**config.mk**
```make
export PLATFORM = sky130hd
export DESIGN_NAME = display_scanner
export DESIGN_NICKNAME = d
export VERILOG_FILES = /design/src/rtl/display_scanner.sv
export SDC_FILE = /design/constraint.sdc
export NUM_CORES = 1
export LEC_CHECK = 0
export CAP_MARGIN = 25
export CORE_MARGIN = 8
export CORE_UTILIZATION = 35
export DETAILED_ROUTE_END_ITERATION = 10
export GPL_TIMING_DRIVEN = 0
export SYNTH_ARGS = -nofsm -noshare
export SYNTH_HDL_FRONTEND = slang
export SYNTH_SLANG_ARGS = --single-unit
```
**constraint.sdc**
```tcl
create_clock -name clk -period 2.14 [get_ports clk]
set_input_delay 0.321 -clock clk [delete_from_list [all_inputs] [get_ports clk]]
set_output_delay 0.321 -clock clk [all_outputs]
set_load 0.005 [all_outputs]
```
**src/rtl/display_scanner.sv**
```systemverilog
// -----------------------------------------------------------------------------
// display_scanner
//
// Time-multiplexed scan controller for a four-digit 7-segment display. It
// produces the 2-bit mux select and the matching one-hot digit enable, lights
// each enabled digit for PRESCALE cycles in rotation, and pulses frame_tick
// whenever the rotation wraps back to a lower (or the same) index.
//
// Optional feature macro: SCAN_BLANKING_EN
//   defined   -> a BLANK state holds all digits dark for BLANK_CYCLES cycles
//                between consecutive slots (anti-ghosting).
//   undefined -> slots run back-to-back; BLANK_CYCLES is not used by logic.
// -----------------------------------------------------------------------------
module display_scanner #(
    parameter int PRESCALE     = 50000,
    parameter int BLANK_CYCLES = 16,
    parameter int ACTIVE_LOW   = 1
) (
    input  logic       clk,
    input  logic       reset,
    input  logic       enable,
    input  logic [3:0] digit_mask,
    output logic [1:0] select,
    output logic [3:0] digit_en,
    output logic       frame_tick
);

    // -------------------------------------------------------------------------
    // Constants
    // -------------------------------------------------------------------------
    localparam logic [3:0] EN_IDLE = (ACTIVE_LOW != 0) ? 4'b1111 : 4'b0000;

`ifdef SCAN_BLANKING_EN
    // One counter serves both the show slot and the blanking gap.
    localparam int CNT_MAX = (PRESCALE > BLANK_CYCLES) ? PRESCALE : BLANK_CYCLES;
`else
    localparam int CNT_MAX = PRESCALE;
`endif
    localparam int CNT_W = (CNT_MAX > 1) ? $clog2(CNT_MAX) : 1;

    localparam logic [CNT_W-1:0] SHOW_LAST  = CNT_W'(PRESCALE - 1);
`ifdef SCAN_BLANKING_EN
    localparam logic [CNT_W-1:0] BLANK_LAST = CNT_W'(BLANK_CYCLES - 1);
`endif

    // -------------------------------------------------------------------------
    // State
    // -------------------------------------------------------------------------
    typedef enum logic [1:0] {
        ST_IDLE  = 2'd0,
        ST_SHOW  = 2'd1
`ifdef SCAN_BLANKING_EN
        ,
        ST_BLANK = 2'd2
`endif
    } state_t;

    state_t           state_q;
    logic [CNT_W-1:0] cnt_q;
    logic [1:0]       select_q;
    logic [3:0]       digit_en_q;
    logic             frame_tick_q;

    // Combinational helpers feeding the state register.
    logic             mask_any_d;
    logic [1:0]       first_sel_d;
    logic [1:0]       next_sel_d;
    logic             wrap_d;
    logic             slot_done_d;

    // -------------------------------------------------------------------------
    // Helper functions
    // -------------------------------------------------------------------------

    // Digit-enable pattern for a given index, in the configured polarity.
    function automatic logic [3:0] enc(input logic [1:0] sel);
        logic [3:0] onehot;
        onehot = 4'b0001 << sel;
        return (ACTIVE_LOW != 0) ? ~onehot : onehot;
    endfunction

    // First index after cur (mod 4) whose mask bit is set; cur itself is the
    // last candidate, so a single enabled digit selects itself again.
    function automatic logic [1:0] next_from(input logic [1:0] cur,
                                             input logic [3:0] mask);
        logic [1:0] idx;
        logic [1:0] res;
        logic       found;
        res   = cur;
        found = 1'b0;
        for (int k = 1; k <= 4; k++) begin
            idx = cur + 2'(k);
            if (!found && mask[idx]) begin
                res   = idx;
                found = 1'b1;
            end
        end
        return res;
    endfunction

    // -------------------------------------------------------------------------
    // Next-digit search and end-of-slot detection
    // -------------------------------------------------------------------------

    // Derive the candidate indices and the slot-end condition for this cycle.
    always_comb begin
        // NOTE: every always_comb output is given a default first so no path
        // can leave it unassigned and infer a latch.
        mask_any_d  = |digit_mask;
        // Searching from index 3 visits 0,1,2,3: the lowest set bit.
        first_sel_d = next_from(2'd3, digit_mask);
        next_sel_d  = next_from(select_q, digit_mask);
        wrap_d      = (next_sel_d <= select_q);
        slot_done_d = 1'b0;
`ifdef SCAN_BLANKING_EN
        if (state_q == ST_BLANK && cnt_q == BLANK_LAST) begin
            slot_done_d = 1'b1;
        end
`else
        if (state_q == ST_SHOW && cnt_q == SHOW_LAST) begin
            slot_done_d = 1'b1;
        end
`endif
    end

    // -------------------------------------------------------------------------
    // Scan FSM with registered outputs
    // -------------------------------------------------------------------------

    // Sequence IDLE -> SHOW (-> BLANK) -> SHOW ..., driving select/enables.
    always_ff @(posedge clk or posedge reset) begin
        // NOTE: state is updated with non-blocking assignments so every
        // register samples the pre-edge values, matching the hardware.
        if (reset) begin
            state_q      <= ST_IDLE;
            cnt_q        <= '0;
            select_q     <= 2'd0;
            digit_en_q   <= EN_IDLE;
            frame_tick_q <= 1'b0;
        end else begin
            frame_tick_q <= 1'b0;

            if (!enable) begin
                // Abort whatever slot is running and park in IDLE.
                state_q    <= ST_IDLE;
                cnt_q      <= '0;
                select_q   <= 2'd0;
                digit_en_q <= EN_IDLE;
            end else if (slot_done_d) begin
                // Advance: the mask is sampled only here.
                cnt_q <= '0;
                if (mask_any_d) begin
                    state_q      <= ST_SHOW;
                    select_q     <= next_sel_d;
                    digit_en_q   <= enc(next_sel_d);
                    frame_tick_q <= wrap_d;
                end else begin
                    state_q    <= ST_IDLE;
                    select_q   <= 2'd0;
                    digit_en_q <= EN_IDLE;
                end
            end else begin
                case (state_q)
                    ST_IDLE: begin
                        if (mask_any_d) begin
                            // Entry from IDLE never counts as a wrap.
                            state_q    <= ST_SHOW;
                            cnt_q      <= '0;
                            select_q   <= first_sel_d;
                            digit_en_q <= enc(first_sel_d);
                        end
                    end

                    ST_SHOW: begin
`ifdef SCAN_BLANKING_EN
                        if (cnt_q == SHOW_LAST) begin
                            // Go dark but keep select so the mux stays put.
                            state_q    <= ST_BLANK;
                            cnt_q      <= '0;
                            digit_en_q <= EN_IDLE;
                        end else begin
                            cnt_q <= cnt_q + 1'b1;
                        end
`else
                        cnt_q <= cnt_q + 1'b1;
`endif
                    end

`ifdef SCAN_BLANKING_EN
                    ST_BLANK: begin
                        cnt_q <= cnt_q + 1'b1;
                    end
`endif

                    default: begin
                        state_q    <= ST_IDLE;
                        cnt_q      <= '0;
                        select_q   <= 2'd0;
                        digit_en_q <= EN_IDLE;
                    end
                endcase
            end
        end
    end

    // -------------------------------------------------------------------------
    // Outputs
    // -------------------------------------------------------------------------
    assign select     = select_q;
    assign digit_en   = digit_en_q;
    assign frame_tick = frame_tick_q;

    // -------------------------------------------------------------------------
    // Invariants
    // -------------------------------------------------------------------------

    // Parameters must describe a usable scan.
    param_legal_a: assert property (@(posedge clk) disable iff (reset)
        (PRESCALE >= 2) && (BLANK_CYCLES >= 1));

    // The lit digit, if any, is always the one the mux is steering.
    en_matches_select_a: assert property (@(posedge clk) disable iff (reset)
        (digit_en == EN_IDLE) || (digit_en == enc(select)));

    // A wrap tick lands on the first cycle of a lit slot.
    tick_on_lit_slot_a: assert property (@(posedge clk) disable iff (reset)
        frame_tick |-> (digit_en != EN_IDLE));

endmodule

```
Word level (Yosys, flattened, before mapping). Cells that the tools add are included.

Flip-flop bits (word level): 25. Input port bits: 7.

Add/subtract/negate cells: 4. $lt $le $gt $ge: 5. Equality and inequality tests: 4. Shifts and indexed selects: 2. Mux-type cells: 45. Bitwise operators: 2. Reduce and logical (&&, ||, !) cells: 16.

Operators by type and width (count): 2-to-1 mux 16 bit (3); one-hot mux 16 bit (2 select lines) (1); 2-to-1 mux 2 bit (15); adder 16 x 1 -> 16 bit, second input constant (1); equality test 16 bit, second input constant (1); 2-to-1 mux 4 bit (4); 2-to-1 mux 1 bit (15); less-than comparator 2 x 3 -> 1 bit, second input constant (4); binary-select mux 1 bit (select 2 bit) (4); NOT 4 bit (2); one-hot mux 2 bit (2 select lines) (2); one-hot mux 4 bit (2 select lines) (1); left shift 1 x 2 -> 4 bit, first input constant (2); logical AND 1 bit (7); zero test 1 bit (6); adder 2 bit, second input constant (2); != test 4 bit, second input constant (1); OR reduction 4 bit (1); != test 3 bit, second input constant (1); adder 2 x 1 -> 2 bit, second input constant (1); equality test 2 x 1 -> 1 bit, second input constant (1); <= comparator 2 bit (1); zero test 2 bit (1); AND reduction 2 bit (1).

Logic depth before layout (Yosys ltp). Gate-level depths: netlist of the first run.

Depth in word-level cells: 18. Depth in mapped cells: 8. Gate-level depth less buffers: 8.

Worst setup path before layout of the first run. Ideal clock, no wire load.

Kind: register to register. From: reg cnt_q[7]. To: reg digit_en_q[3] (netlist: digit_en[3]). Arrival: 2.170 ns. Required time: 2.045 ns. Slack: -0.125 ns. Cell stages (with the launch flop): 6. Path buffers: 0. Path through: dfrtp_1 -> or4b_4 -> or4_4 -> or4_1 -> o2bb2ai_1 -> a31oi_1.

Cells in the longest elaborated chain, start to end: 5. Elaborated cells on any way between the ends: 8. Those cells by class: eq/ne (3); mux (3); reduce/logical (2).

Ends and longest elaborated chain: from (decl) (line 59) `logic [CNT_W-1:0] cnt_q;`; from (signal assigned) (line 185) `cnt_q <= cnt_q + 1'b1;`; equality test 16 bit * (line 120) `if (state_q == ST_SHOW && cnt_q == SHOW_LAST) begin`; logical AND 1 bit * (line 120); 2-to-1 mux 1 bit * (line 120); != test 4 bit (no line), or another cell as far along; AND reduction 2 bit (no line) / 2-to-1 mux 4 bit (equally long branches); to (signal assigned) (line 155) `digit_en_q <= enc(next_sel_d);`; to (signal assigned) (line 170) `digit_en_q <= enc(first_sel_d);`; to (decl) (line 61) `logic [3:0] digit_en_q;`.

Mark *: on every way between the ends. The rest lies on a longest branch, timed or not. A chain may end at the register's enable or synchronous reset.

Final worst setup path of the first run.
From: reg cnt_q[11]. To: reg digit_en_q[3] (netlist: digit_en[3]).

The elaborated chain is that of the path after synthesis.

==> impl_metrics.ini, run 1 <==
[outcome]
status = completed

[logic_synthesis]
synth-seq-cells = 24
ys_types = 43
synthCells = 162
syn_area_per_cell_um2 = 8.94
ys_seq_area_share_pct = 41.8
synth_enable_flop_cells = 0
ys.flop_type = dfrtp_1
synthesis.area_um2 = 1450
synthArstFlopShare_pct = 100
syn_nets = 172
yosysWarnings = 0

[critical_path]
cp.required_ns = 2.32
cp-end-kind = register
crit_type = reg -> reg
reg2reg_depth = 5
cp.arrival_ns = 2.32
cp-start-kind = register
path_max_fanout = 2

[cts]
cts_tree = yes
htree_levels = 1
cts_hold_buf = 0
cts_buffers = 3
cts_sinks = 24
clk_latency_ns = 0.27
cts_root_buf = clkbuf_8
clockBufferDepth = 2
cts.reportedPaths.clkPinSlew_ns = 0.09

[sta]
slew_violations = 0
skew_ns = 0.00584
rsz0062_at_grt = true
relSlewSlack_pct = 36.6
fmax_ghz = 0.469
post-route-period-util_pct = 99.7
period_needed_ns = 2.13
tightest_slew_ns = 0.949
finalHoldViolations = 0
setup_viol_count_final = 0

[global_routing]
grt_use_total_pct = 11.3
grt_pass1_wl_mm = 5.98
grt_pass1_vias = 1262
antenna_found_initial = 0
grt_max_degree = 25
grt-ovfl-total = 0

[min_path]
hold_depth = 2
hold_class = in -> reg

[detailed_routing]
wire_per_inst_um = 15.5
firstDrtPassIters = 4
routed_wl_mm = 3.70
num_vias = 1343
vias_per_cell = 5.64
antenna_left = 0
drt_iter0_drc = 99
drc = 0

[place]
dp_cells = 224
gp_congestion = 0.845
hpwl_mm = 2.47
port_buffers = 12

[layout]
finish.utilization_pct = 46.7
diodes = 0
stdcell_count = 238
area_delta_synth_final_pct = 29.0
nNetsFinal = 199
drive_above_1_share_pct = 20.2

[die]
fp-row-count = 23
die_h_um = 80.3
initial_core_util_pct = 36.2
dieArea_um2 = 6450
ios = 14
coreArea_um2 = 4000
dieWidth_um = 80.3

[power]
switching_share_pct = 24.4
p_comb_share_pct = 13.7
cellPowerDensity_nw_per_um2 = 550
p_seq_share_pct = 46.3
p_switching_uw = 251
ir_worst_vdd_uv = 289
leakagePower_uw = 0.000748
clkPwrFrac_pct = 40.0
intPower_uw = 777
finalPower_uw = 1030

[run]
drv_cap = 0
-- logic make-up (layout without fill, tap and decap cells) --
| logic type | after synthesis | after routing | synth area share, % |
|---|---|---|---|
| and+or+nand+nor | 66 | 66 | 25.6 |
| AOI/OAI and AO/OA | 49 | 49 | 21.9 |
| DFF | 24 | 24 | 41.8 |
| buffers and inverters | 14 | 40 | 4.23 |
| xor gates and xnor gates | 4 | 4 | 2.42 |
| adders and majority gates | 3 | 3 | 2.59 |
| muxes | 2 | 2 | 1.47 |
-- routing by layer --
| layer | up-vias | track usage, % | share of wire, % |
|---|---|---|---|
| met5 | - | 0 | 0 |
| met4 | 0 | 2.91 | 0.95 |
| met3 | 5 | 2.34 | 4.0 |
| met2 | 24 | 18.6 | 49 |
| met1 | 656 | 14.6 | 46 |
| li1 | 658 | - | - |
-- layout make-up --
| cell class | count | area, um2 |
|---|---|---|
| Fill cell | 365 | 2130 |
| Clock inverter | 1 | 30.0 |
| Sequential cell | 24 | 606 |
| Clock buffer | 3 | 41.3 |
| Buffer | 6 | 45.0 |
| Inverter | 6 | 22.5 |
| Timing Repair Buffer | 24 | 210 |
| Tap cell | 50 | 62.6 |
| Multi-Input combinational cell | 124 | 852 |
-- cell usage after synthesis (4+ instances only) --
cell	count	area, um2
o31ai_1	4	30.0
inv_1	6	22.5
dfrtp_1	20	500
a21oi_1	8	40.0
nor3_1	4	20.0
nor2_1	13	48.8
clkbuf_1	6	22.5
nand2_1	15	56.3
nand3_1	7	35.0
xor2_1	4	35.0
o21ai_0	19	95.1
dfstp_2	4	105
nand4_1	6	37.5
-- cell usage in the layout, fill, tap and decap left out, drive strengths merged, types with 2 or more instances in the layout --
cell and n:
clkbuf 6, nand3 7, inv 6, a21oi 9, o211ai 2, clkdlybuf4s50 11, a221oi 2, buf 15
o21ai 19, a31oi 3, nand4 6, ha 3, nor2b 3, dfrtp 20, o41ai 4, o31ai 4
nand2 15, and3 2, nor3 4, nand4b 2, dfstp 4, or4 2, and2 3, nand2b 2
nor2 13, nor4 3, xor2 4
-- power by group through the flow --
stage / Combinational [uW] / Sequential, uW / Clock, uW
final: 141 / 476 / 411
after CTS: 128 / 475 / 412
after global placement: 115 / 482 / 0
after floorplan: 73.9 / 481 / 0
after global routing: 158 / 478 / 428
after detailed placement: 117 / 483 / 0
-- what timing repair did --
item,in CTS,in global routing
setup endpoints to repair,21,19
gates resized for setup,11,9
buffers inserted,7,4
pin swaps,6,4
gates cloned,0,1
-- flip-flops by register name, indices dropped and copies added (netlist names) --
signal and cells:
cnt_q 16, digit_en 4, select 2, frame_tick 1, state_q 1
-- worst paths after layout --
kind,start,endpoint,slack [ns]
setup / recovery,cnt_q[11],digit_en[3],0.007
hold / removal,enable,digit_en[0],0.47
setup reg to reg,cnt_q[11],digit_en[3],0.007
hold reg to reg,digit_en[1],digit_en[1],0.51
max in group asynchronous,reset,cnt_q[10],1.01
min in group asynchronous,reset,cnt_q[0],0.55
-- worst max-delay path, stage by stage (launching register included) --
cell,delay (ns)
dfrtp_1,0.39
or4b_4,0.54
or4_4,0.45
or4_4,0.43
o2bb2ai_2,0.14
a31oi_1,0.10
-- metrics by stage --
stage | setup TNS [ns] | setup WS, ns | cell area [um2] | hold slack (ns)
after floorplan | 0 | 0.00274 | 1450 | 0.333
after global placement | -5.66 | -0.432 | 1630 | 0.495
after detailed placement | -6.52 | -0.448 | 1630 | 0.503
after CTS | -0.0143 | -0.00708 | 1800 | 0.472
after global routing | -0.212 | -0.0558 | 1870 | 0.524
final | 0 | 0.00737 | 1870 | 0.473
(Power assumes the default switching activity.)
==> inputs of run 2 (changes only) <==
Settings changed: CAP_MARGIN 25 to unset, PLACE_DENSITY set to 0.61.
==> run 2 against run 1 <==
- largest power group unchanged
- cell area is 0.87% lower
- clock power barely moved
- cell count up 0.42%
- global-route usage is 1.2 points higher
- critical path depth unchanged
- routed wire length rose by 4.6%
- flip-flop and latch count is the same
- sequential power is essentially flat
- critical path type unchanged
- sequential share of layout area increased by 0.28 points
- non-clock buffer count is 1 higher
- total power fell by 0.42%
- the flow now finishes with violations (negative setup slack)
- die area is the same
- highest routed layer unchanged
==> impl_metrics.ini, run 2 (synthesized netlist as in run 1, its figures left out) <==
[outcome]
status = complete, but fails checks
violations = negative setup slack

[layout]
final_cell_mix = dfrtp_1 (20), o21ai_0 (18), nand2_1 (15)
stdcell_count = 239
diodes = 0
drive_above_1_share_pct = 19.0
final_common_cell = dfrtp_1
fillCellCount = 374
nNetsFinal = 200
finish.utilization_pct = 46.3
largest_reg_flops = 16
area_delta_synth_final_pct = 27.9
largest_register = cnt_q

[detailed_routing]
antenna_left = 0
drc = 0
drt_iter0_drc = 103
routed_wl_mm = 3.87
firstDrtPassIters = 4
vias_per_cell = 5.75
wire_per_inst_um = 16.2
num_vias = 1375

[critical_path]
cp-start-kind = register
cp-end-kind = register
cp.arrival_ns = 2.37
path_max_fanout = 2
cp.required_ns = 2.32
crit_type = reg -> reg

[place]
port_buffers = 12
gp_congestion = 0.846
dp_cells = 224
hpwl_mm = 2.57

[sta]
finalHoldViolations = 0
setup_viol_count_final = 6
rsz0062_at_grt = true
fmax_ghz = 0.458
tightest_slew_ns = 0.936
hold_ws_ns = 0.461
period_needed_ns = 2.18
slew_violations = 0
post-route-period-util_pct = 102
postLayoutSetupSlackWorst_ns = -0.0437
relSlewSlack_pct = 37.5
skew_ns = 0.00490

[cts]
clk_latency_ns = 0.27
cts_sinks = 24
htree_levels = 1
cts_tree = yes
cts.reportedPaths.clkPinSlew_ns = 0.09
clockBufferDepth = 2
cts_hold_buf = 0
cts_buffers = 3
cts_root_buf = clkbuf_8

[die]
fp-row-count = 23
dieArea_um2 = 6450
die_h_um = 80.3
ios = 14
coreArea_um2 = 4000
initial_core_util_pct = 36.2
dieWidth_um = 80.3

[power]
ir_worst_vdd_uv = 294
cellPowerDensity_nw_per_um2 = 552
leakagePower_uw = 0.000744

[global_routing]
grt_pass1_vias = 1359
grt_pass1_wl_mm = 6.54
grt_max_degree = 25
grt_use_total_pct = 12.5
grt-ovfl-total = 0
antenna_found_initial = 0

[run]
drv_cap = 0

[min_path]
hold_class = in -> reg
-- run 2: per-layer routing --
metal	share of wire, %	GRT usage, %
met3	4.0	2.57
met2	50	20.5
met4	1.0	3.27
met1	45	16.2
met5	0	0
-- run 2: final cells by class --
type | count | area, um2 | share of cell area, %
clock inverters | 1 | 30.0 | 1.62
multi-input cells | 124 | 831 | 44.8
plain buffers | 6 | 45.0 | 2.43
inverters | 6 | 22.5 | 1.22
repair buffers | 25 | 215 | 11.6
well taps | 50 | 62.6 | 3.38
flip-flops and latches | 24 | 606 | 32.7
clock buffers | 3 | 41.3 | 2.23
-- run 2: metrics by stage --
| step | setup slack (ns) | TNS (ns) | total power (uW) | cell area [um2] |
|---|---|---|---|---|
| 4_1_cts | -0.0398 | -0.121 | 1020 | 1810 |
| 2_1_floorplan | 0.00274 | 0 | 555 | 1450 |
| 3_5_place_dp | -0.512 | -6.90 | 600 | 1630 |
| 5_1_grt | -0.103 | -0.663 | 1070 | 1850 |
| 6_report | -0.0437 | -0.125 | 1020 | 1850 |
| 3_3_place_gp | -0.429 | -5.53 | 597 | 1630 |
-- run 2: what timing repair did --
action,in CTS,in global routing
setup buffers,8,4
pin swaps,3,2
endpoints found under the setup margin,19,16
resized for setup,11,5
gates cloned,1,0
-- run 2: power by group --
part,internal (uW),switching (uW)
clock,250,158
combinational,62.1,77.9
sequential,465,10.8
total,777,247
-- run 2: final timing paths --
check                       startpoint     endpoint  slack (ns)  cells after the start
setup / recovery             cnt_q[11]  digit_en[3]       -0.04                      5
hold / removal                  enable  digit_en[3]        0.46                      2
setup reg to reg             cnt_q[11]  digit_en[3]       -0.04                      5
hold reg to reg            digit_en[3]  digit_en[3]        0.50                      2
max in group asynchronous        reset    select[0]        1.02                      2
min in group asynchronous        reset     cnt_q[1]        0.55                      2
-- run 2: critical path, stage by stage, from the launching register on --
cell       delay [ns]
dfrtp_1          0.40
or4b_4           0.56
or4_4            0.46
or4_1            0.43
o2bb2ai_1        0.15
a31oi_1          0.09
